### config.mk
export PLATFORM = sky130hd
export DESIGN_NAME = pad_in_filter
export DESIGN_NICKNAME = d
export VERILOG_FILES = /design/src/rtl/pad_in_filter.sv
export SDC_FILE = /design/constraint.sdc
export NUM_CORES = 1
export LEC_CHECK = 0
export CORE_ASPECT_RATIO = 0.9
export CORE_MARGIN = 4
export CORE_UTILIZATION = 45
export CTS_BUF_LIST = sky130_fd_sc_hd__clkbuf_16
export DETAILED_ROUTE_END_ITERATION = 8
export HOLD_SLACK_MARGIN = 0.02
export PLACE_DENSITY = 0.71
export SKIP_CTS_REPAIR_TIMING = 1
export SLEW_MARGIN = 20
export SYNTH_ARGS = -nofsm -noshare
export SYNTH_HDL_FRONTEND = slang
export SYNTH_SLANG_ARGS = --single-unit
export TNS_END_PERCENT = 1
### constraint.sdc
create_clock -name clk_i -period 4.72 [get_ports clk_i]
set_clock_uncertainty 0.1 [all_clocks]
set_input_delay 0.708 -clock clk_i [delete_from_list [all_inputs] [get_ports clk_i]]
set_output_delay 0.708 -clock clk_i [all_outputs]
set_load 0.01 [all_outputs]
### src/rtl/pad_in_filter.sv
// Pad input conditioning: per-pad synchroniser, optional stable-time glitch filter,
// and single-cycle rise/fall event pulses on the conditioned value.
module pad_in_filter #(
    parameter int unsigned      NPads      = 59,
    parameter int unsigned      FilterCntW = 4,
    parameter int unsigned      SyncStages = 2,
    parameter logic [NPads-1:0] ResetVal   = '0
) (
    input  logic                  clk_i,
    input  logic                  rst_ni,
    input  logic [NPads-1:0]      pad_in_i,
    input  logic [NPads-1:0]      filter_en_i,
    input  logic [FilterCntW-1:0] filter_thresh_i,
    output logic [NPads-1:0]      pad_in_o,
    output logic [NPads-1:0]      rise_o,
    output logic [NPads-1:0]      fall_o
);

    logic [NPads-1:0]      sync_q [SyncStages];
    logic [NPads-1:0]      s;
    logic [NPads-1:0]      cand_q, cand_d;
    logic [NPads-1:0]      filt_q, filt_d;
    logic [NPads-1:0]      rise_q, fall_q;
    logic [FilterCntW-1:0] cnt_q [NPads];
    logic [FilterCntW-1:0] cnt_d [NPads];

    always_ff @(posedge clk_i or negedge rst_ni) begin
        if (!rst_ni) begin
            for (int i = 0; i < SyncStages; i++) begin
                sync_q[i] <= ResetVal;
            end
        end else begin
            sync_q[0] <= pad_in_i;
            for (int i = 1; i < SyncStages; i++) begin
                sync_q[i] <= sync_q[i-1];
            end
        end
    end

    assign s = sync_q[SyncStages-1];

    always_comb begin
        cand_d = cand_q;
        filt_d = filt_q;
        for (int p = 0; p < NPads; p++) begin
            cnt_d[p] = cnt_q[p];
            // Any disagreement with the candidate restarts the stable-time count.
            if (s[p] != cand_q[p]) begin
                cand_d[p] = s[p];
                cnt_d[p]  = '0;
            end else if (cnt_q[p] != '1) begin
                cnt_d[p] = cnt_q[p] + FilterCntW'(1);
            end

            if (!filter_en_i[p]) begin
                filt_d[p] = s[p];
            end else if ((s[p] == cand_q[p]) && (cnt_q[p] >= filter_thresh_i)) begin
                filt_d[p] = cand_q[p];
            end
        end
    end

    always_ff @(posedge clk_i or negedge rst_ni) begin
        if (!rst_ni) begin
            cand_q <= ResetVal;
            filt_q <= ResetVal;
            rise_q <= '0;
            fall_q <= '0;
            for (int p = 0; p < NPads; p++) begin
                cnt_q[p] <= '0;
            end
        end else begin
            cand_q <= cand_d;
            filt_q <= filt_d;
            rise_q <= filt_d & ~filt_q;
            fall_q <= ~filt_d & filt_q;
            for (int p = 0; p < NPads; p++) begin
                cnt_q[p] <= cnt_d[p];
            end
        end
    end

    assign pad_in_o = filt_q;
    assign rise_o   = rise_q;
    assign fall_o   = fall_q;

endmodule

# After elaboration in Yosys (flattened, before gate mapping)

Cells that the tools add are included.
W data, S select, Z words.

Input port bits: 124
Word-level logic and storage cells: 776
Output and inout bits: 177
Flip-flop bits (word level): 590

Order comparisons: 59
Eq/ne operators: 177
Muxes and demuxes: 236
Bitwise gates (word level): 4
Reductions and logical operators: 118
$add $sub $neg: 59

Operators by type and width:

| cell                  | number |
|---|---|
| $mux W4               | 118 |
| $add A4 B1 Y4 const B | 59 |
| $ge A4 B4 Y1          | 59 |
| $ne A4 B4 Y1 const B  | 59 |
| $and A59 B59 Y59      | 2 |
| $mux W1               | 118 |
| $not A59 Y59          | 2 |
| $reduce_bool A2 Y1    | 59 |
| $eq A1 B1 Y1          | 59 |
| $logic_and A1 B1 Y1   | 59 |
| $ne A1 B1 Y1          | 59 |

# Longest topological paths before layout

Gate-level depths: netlist of the first run.

Word-level depth: 6
Mapped depth: 6
Mapped depth without buffers: 6

# Worst setup path after synthesis of the first run

OpenSTA, ideal clock, no wires.

Path kind: input to register
From: in filter_thresh_i[2]
To: reg filt_q[0] (netlist: pad_in_o[0])
Slack: 1.817 ns
Data required time: 4.552 ns
Stages on the path: 6
Arrival time: 2.734 ns
Library setup time: 0.068 ns
Path buffers: 0
Cell sequence: inv_1 > ha_1 > a21oi_1 > o21ai_2 > a31o_2 > nand3_1

Longest elaborated chain between the ends: 4

Ends and longest elaborated chain:

| element                | RTL line | source |
|---|---|---|
| start: declaration     | 13       | `input logic [FilterCntW-1:0] filter_thresh_i,` |
| $ge A4 B4 Y1           | 57       | `end else if ((s[p] == cand_q[p]) && (cnt_q[p] >= filter_thresh_i)) begin` |
| $logic_and A1 B1 Y1    | 57       |  |
| $mux W1                | 57       |  |
| $mux W1                | 55       | `if (!filter_en_i[p]) begin` |
| net filt_d[0]          | 22       | `logic [NPads-1:0] filt_q, filt_d;` |
| end signal: assignment | 66       | `filt_q <= ResetVal;` |
| end signal: assignment | 74       | `filt_q <= filt_d;` |
| end: declaration       | 22       |  |

The timed path passes the listed nets, and every way through them passes these cells.
A chain may end at the register's enable or synchronous reset.

# Worst setup path in the final report of the first run

From: in filter_thresh_i[2]
To: reg fall_q[19] (netlist: fall_o[19])

Longest elaborated chain between the ends: 6

Ends and longest elaborated chain:

| element                | RTL line | source |
|---|---|---|
| $ge A4 B4 Y1           | 57       |  |
| $logic_and A1 B1 Y1    | 57       |  |
| $mux W1                | 57       |  |
| $mux W1                | 55       |  |
| $not A59 Y59           | 76       | `fall_q <= ~filt_d & filt_q;` |
| $and A59 B59 Y59       | 76       |  |
| end signal: assignment | 76       |  |
| end: declaration       | 23       | `logic [NPads-1:0] rise_q, fall_q;` |

Every way passes these cells.

==> results.py, run 1 <==
metrics = {
    "worst_setup_path": {
        "cpLargestDelayFamily": "buffers and inverters",
        "startpoint_type": "input port",
        "cpMaxStageDelayCell": "buf_4",
        "critPathCaptureType": "flip-flop",
        "crit_buf_inv": 3,
        "critPathLaunch": "filter_thresh_i[2]",
        "worst-path-max-fanout": 33,
        "critPathKind": "in2reg",
        "path_cells": "clkdlybuf4s50_1 -> clkinv_2 -> buf_4 -> ha_1 -> nand2_1 -> o21ai_2 -> nand2_2 -> a221oi_1",
        "required_ns": 5.07,
        "timing.rr.start": "cnt_q[68]",
        "crit_arrival_ns": 3.37,
        "critPathMaxStageDelay_ns": 0.56,
    },
    "sta": {
        "fin_tns_setup_ns": 0,
        "finalSetupViolations": 0,
        "grt_setup_unrepaired": "false",
        "timing.hold.ws_ns": 0.0424,
        "max_freq_ghz": 0.332,
        "hold_violations": 0,
        "finalWorstSetupSlack_ns": 1.71,
        "post-route-min-period_ns": 3.01,
        "finalCritPeriodShare": 0.639,
        "worst_pin_slew_ns": 0.889,
        "slew_headroom": 0.408,
        "slew_violations": 0,
    },
    "cells_and_area": {
        "area_delta_synth_final_pct": 19.7,
        "num-fill-cells": 6005,
        "design_area_sq_um": 37900,
        "final_common_cell": "dfrtp_1",
        "layout_common_cells": "dfrtp_1, clkdlybuf4s50_1, nor2_1, ha_1, nand2_1",
        "num-nets-final": 3635,
        "final_core_util": 0.543,
        "drive_gt1_frac": 0.141,
        "fin_cells": 4207,
    },
    "placed_design": {
        "dp.cells": 4088,
        "dp_slack_ns": 1.07,
        "place_area_sq_um": 35800,
        "io_buffers": 300,
        "place_congestion": 0.776,
        "dp_hpwl_um": 43800,
    },
    "job": {
        "max_cap_violations": 0,
    },
    "clock_network": {
        "worstSkewPairLatency_ns": 0.59,
        "htree_num_levels": 3,
        "clockRootBuffer": "clkbuf_16",
        "clkSinkCount": 590,
        "cts_buffer_depth": 3,
        "clk_pin_slew_worst_paths_ns": 0.06,
        "tritoncts": "built",
        "cts_inserted_buffers": 66,
    },
    "floorplanning": {
        "coreArea_sq_um": 69900,
        "io_pins": 301,
        "die_x_um": 288,
        "row_count": 92,
        "dieArea_sq_um": 74700,
        "die_h_um": 260,
        "start_util": 0.453,
    },
    "power_and_ir_drop": {
        "peakVddDrop_v": 0.000268,
        "power_leakage_nw": 17.2,
        "power_mw": 14.1,
        "powerDensity_nw_per_um2": 371,
    },
    "yosys": {
        "synth_nets": 3313,
        "synth_area_per_cell_sq_um": 10.9,
        "syn_area_sq_um": 31700,
        "yosys_warnings": 0,
        "yosysSeqAreaShare": 0.466,
        "synth_area_leaders": "dfrtp_1, ha_1, a2111oi_4, nor2_1, nand2_1",
        "synthCells": 2894,
        "netlist.area_leader.share": 0.466,
        "synth_cell_types": 24,
        "synth_seq_cells": 590,
        "yosysTopAreaCell": "dfrtp_1",
    },
    "drt": {
        "detail-route-antenna-nets": 0,
        "drc": 0,
        "wl_per_cell_um": 15.2,
        "vias": 22500,
        "vias_per_cell": 5.35,
        "first_pass_iters": 5,
        "wl_um": 63800,
        "drt-initial-drc-count": 1085,
    },
    "grt": {
        "grt_util_all_layers": 0.171,
        "grt_pass1_wl_um": 108000,
        "grt_pass1_vias": 22100,
        "overflow": 0,
        "antenna_found_initial": 2,
        "grt_max_degree": 88,
    },
    "outcome": {
        "status": "complete, no violations",
    },
    "worst_hold_path": {
        "min_path_type": "in2async",
    },
}
metal layers:
| metal | up-vias | routed length, um | track usage |
|---|---|---|---|
| li1 | 11000 | - | - |
| met1 | 11000 | 29000 | 0.226 |
| met2 | 369 | 30700 | 0.289 |
| met3 | 108 | 2460 | 0.0286 |
| met4 | 0 | 1670 | 0.0542 |
| met5 | - | 0 | 0 |
report_power, final:
group	switching [mW]	total, mW	internal (mW)
Clock	2.07	4.91	2.84
Combinational	1.48	2.92	1.45
Sequential	0.671	6.22	5.55
path summary, 6_finish.rpt:
| path | end | slack [ns] | cells past startpoint |
|---|---|---|---|
| setup / recovery | fall_o[19] | 1.71 | 8 |
| hold / removal | cnt_q[166] | 0.04 | 1 |
| setup reg to reg | fall_o[41] | 2.97 | 6 |
| hold reg to reg | s[27] | 0.24 | 0 |
| max in group asynchronous | sync_q[117] | 3.50 | 2 |
| min in group clk_i | s[27] | 0.24 | 0 |
state kept, by name (all words and copies together) (netlist names):
register	flops
pad_in_o	59
sync_q	59
rise_o	59
s	59
cand_q	59
cnt_q	236
fall_o	59
layout make-up:
type | count | area (sq um) | area share
multi-input cells | 2065 | 16000 | 0.423
flip-flops and latches | 590 | 14800 | 0.389
repair buffers | 313 | 3200 | 0.0845
clock buffers | 68 | 1700 | 0.0449
well taps | 940 | 1180 | 0.0310
inverters | 180 | 679 | 0.0179
clock inverters | 50 | 360 | 0.00951
diodes | 1 | 2.50 | 0.0000660
synthesized netlist by cell type:
cell type,instances
nand3_1,177
a22o_1,59
nor3_1,118
inv_1,180
dfrtp_1,590
a2111oi_4,59
xnor2_1,59
a31o_2,59
clkbuf_1,59
ha_1,295
mux2i_1,59
and2b_2,59
o22ai_1,59
nand2_1,236
nor2b_4,59
nor2_1,295
xor2_1,59
a21oi_1,59
nand2_2,59
o21ai_2,59
a221oi_1,59
a31oi_1,59
nand4_1,59
nor3b_1,59
cells by family after synthesis:
family	Yosys count	synth area share
xor+xnor	118	0.0326
compound gates	472	0.149
mux	59	0.0186
simple gates	1121	0.189
fa+ha+maj	295	0.117
flops	590	0.466
buf+inv	239	0.0283
(Power assumes the default switching activity.)
==> run 2, diff against run 1 <==
clock period = 3 ns   (was 4.72 ns; I/O delays follow)
==> results.py, run 2 (synthesis gave the netlist of run 1 again) <==
metrics = {
    "outcome": {
        "status": "complete, no violations",
    },
    "drt": {
        "wl_um": 63400,
        "drt-initial-drc-count": 1087,
        "vias_per_cell": 5.30,
        "drc": 0,
        "wl_per_cell_um": 15.0,
        "vias": 22400,
        "first_pass_iters": 5,
        "detail-route-antenna-nets": 0,
    },
    "sta": {
        "grt_setup_unrepaired": "false",
        "post-route-min-period_ns": 2.31,
        "finalWorstSetupSlack_ns": 0.688,
        "timing.hold.ws_ns": 0.188,
        "finalCritPeriodShare": 0.771,
        "worst_pin_slew_ns": 0.579,
        "fin_tns_setup_ns": 0,
        "hold_violations": 0,
        "slew_headroom": 0.614,
        "slew_violations": 0,
        "max_freq_ghz": 0.432,
        "finalSetupViolations": 0,
    },
    "cells_and_area": {
        "largest_reg_flops": 236,
        "drive_gt1_frac": 0.146,
        "design_area_sq_um": 38200,
        "final_core_util": 0.546,
        "num-nets-final": 3651,
        "num-fill-cells": 5996,
        "layout_common_cells": "dfrtp_1, clkdlybuf4s50_1, nor2_1, ha_1, nand2_1",
        "regArea_sq_um": 14800,
        "final_common_cell": "dfrtp_1",
        "fin_cells": 4222,
        "area_delta_synth_final_pct": 20.4,
        "largest-register": "cnt_q",
        "multi_input_area_sq_um": 16000,
    },
    "clock_network": {
        "cts_inserted_buffers": 66,
        "tritoncts": "built",
        "worstSkewPairLatency_ns": 0.60,
        "clockRootBuffer": "clkbuf_16",
        "cts_buffer_depth": 3,
        "clkSinkCount": 590,
        "clk_pin_slew_worst_paths_ns": 0.06,
        "htree_num_levels": 3,
    },
    "worst_hold_path": {
        "min_path_type": "in2reg",
        "min_to": "sync_q[114]",
        "hold_path_depth": 1,
        "hp-start": "pad_in_i[55]",
    },
    "placed_design": {
        "io_buffers": 300,
        "dp_slack_ns": 0.468,
        "dp.cells": 4103,
        "place_area_sq_um": 36000,
        "place_congestion": 0.786,
        "dp_hpwl_um": 44300,
    },
    "floorplanning": {
        "row_count": 92,
        "coreArea_sq_um": 69900,
        "die_x_um": 288,
        "dieArea_sq_um": 74700,
        "die_h_um": 260,
        "io_pins": 301,
        "start_util": 0.453,
    },
    "worst_setup_path": {
        "required_ns": 2.45,
        "cpLargestDelayFamily": "buffers and inverters",
        "reg2regPathDepth": 6,
        "critPathMaxStageDelay_ns": 0.67,
        "critPathKind": "reg2out",
        "critPathCaptureType": "output port",
        "cpMaxStageDelayCell": "clkdlybuf4s50_1",
        "path_cells": "clkdlybuf4s50_1",
        "crit_buf_inv": 1,
        "rrSetupSlack_ns": 1.31,
        "timing.rr.start": "cnt_q[200]",
        "startpoint_type": "flip-flop",
        "worstReg2RegEnd": "rise_o[8]",
        "worst-path-max-fanout": 5,
        "crit_arrival_ns": 1.76,
    },
    "grt": {
        "grt_max_degree": 79,
        "grt_pass1_vias": 22000,
        "antenna_found_initial": 2,
        "overflow": 0,
        "grt_util_all_layers": 0.169,
        "grt_pass1_wl_um": 107000,
    },
    "power_and_ir_drop": {
        "power_leakage_nw": 17.3,
        "power_mw": 22.4,
        "powerDensity_nw_per_um2": 587,
        "peakVddDrop_v": 0.000583,
    },
    "job": {
        "max_cap_violations": 0,
    },
}
-- run 2: routing by layer --
metal  up-vias  wire length, um  track usage
met2       338            30900        0.288
met5         -                0            0
met3        95             2260       0.0273
li1      11000                -            -
met1     10900            28800        0.225
met4         0             1480       0.0484
-- run 2: report_power, final --
group          internal (mW)  total, mW  switching, mW
logic                   2.30       4.62           2.33
clock network           4.70       8.01           3.32
registers               8.74       9.77           1.04
-- run 2: area by class of cell --
| type | instances | area share |
|---|---|---|
| Multi-Input combinational cell | 2065 | 0.420 |
| Sequential cell | 590 | 0.387 |
| Timing Repair Buffer | 329 | 0.0885 |
| Clock buffer | 69 | 0.0453 |
| Tap cell | 940 | 0.0308 |
| Inverter | 180 | 0.0178 |
| Clock inverter | 48 | 0.0109 |
| Antenna cell | 1 | 0.0000656 |
-- run 2: worst max-delay path by stage --
| stage | startpoint | to | cells past startpoint |
|---|---|---|---|
| after floorplan | filter_thresh_i[2] | pad_in_o[0] | 6 |
| after global placement | filter_thresh_i[1] | rise_o[21] | 8 |
| after detailed placement | filter_thresh_i[1] | rise_o[21] | 8 |
| after CTS | pad_in_o[43] | pad_in_o[43] | 1 |
| after global routing | pad_in_o[43] | pad_in_o[43] | 1 |
| final | pad_in_o[43] | pad_in_o[43] | 1 |
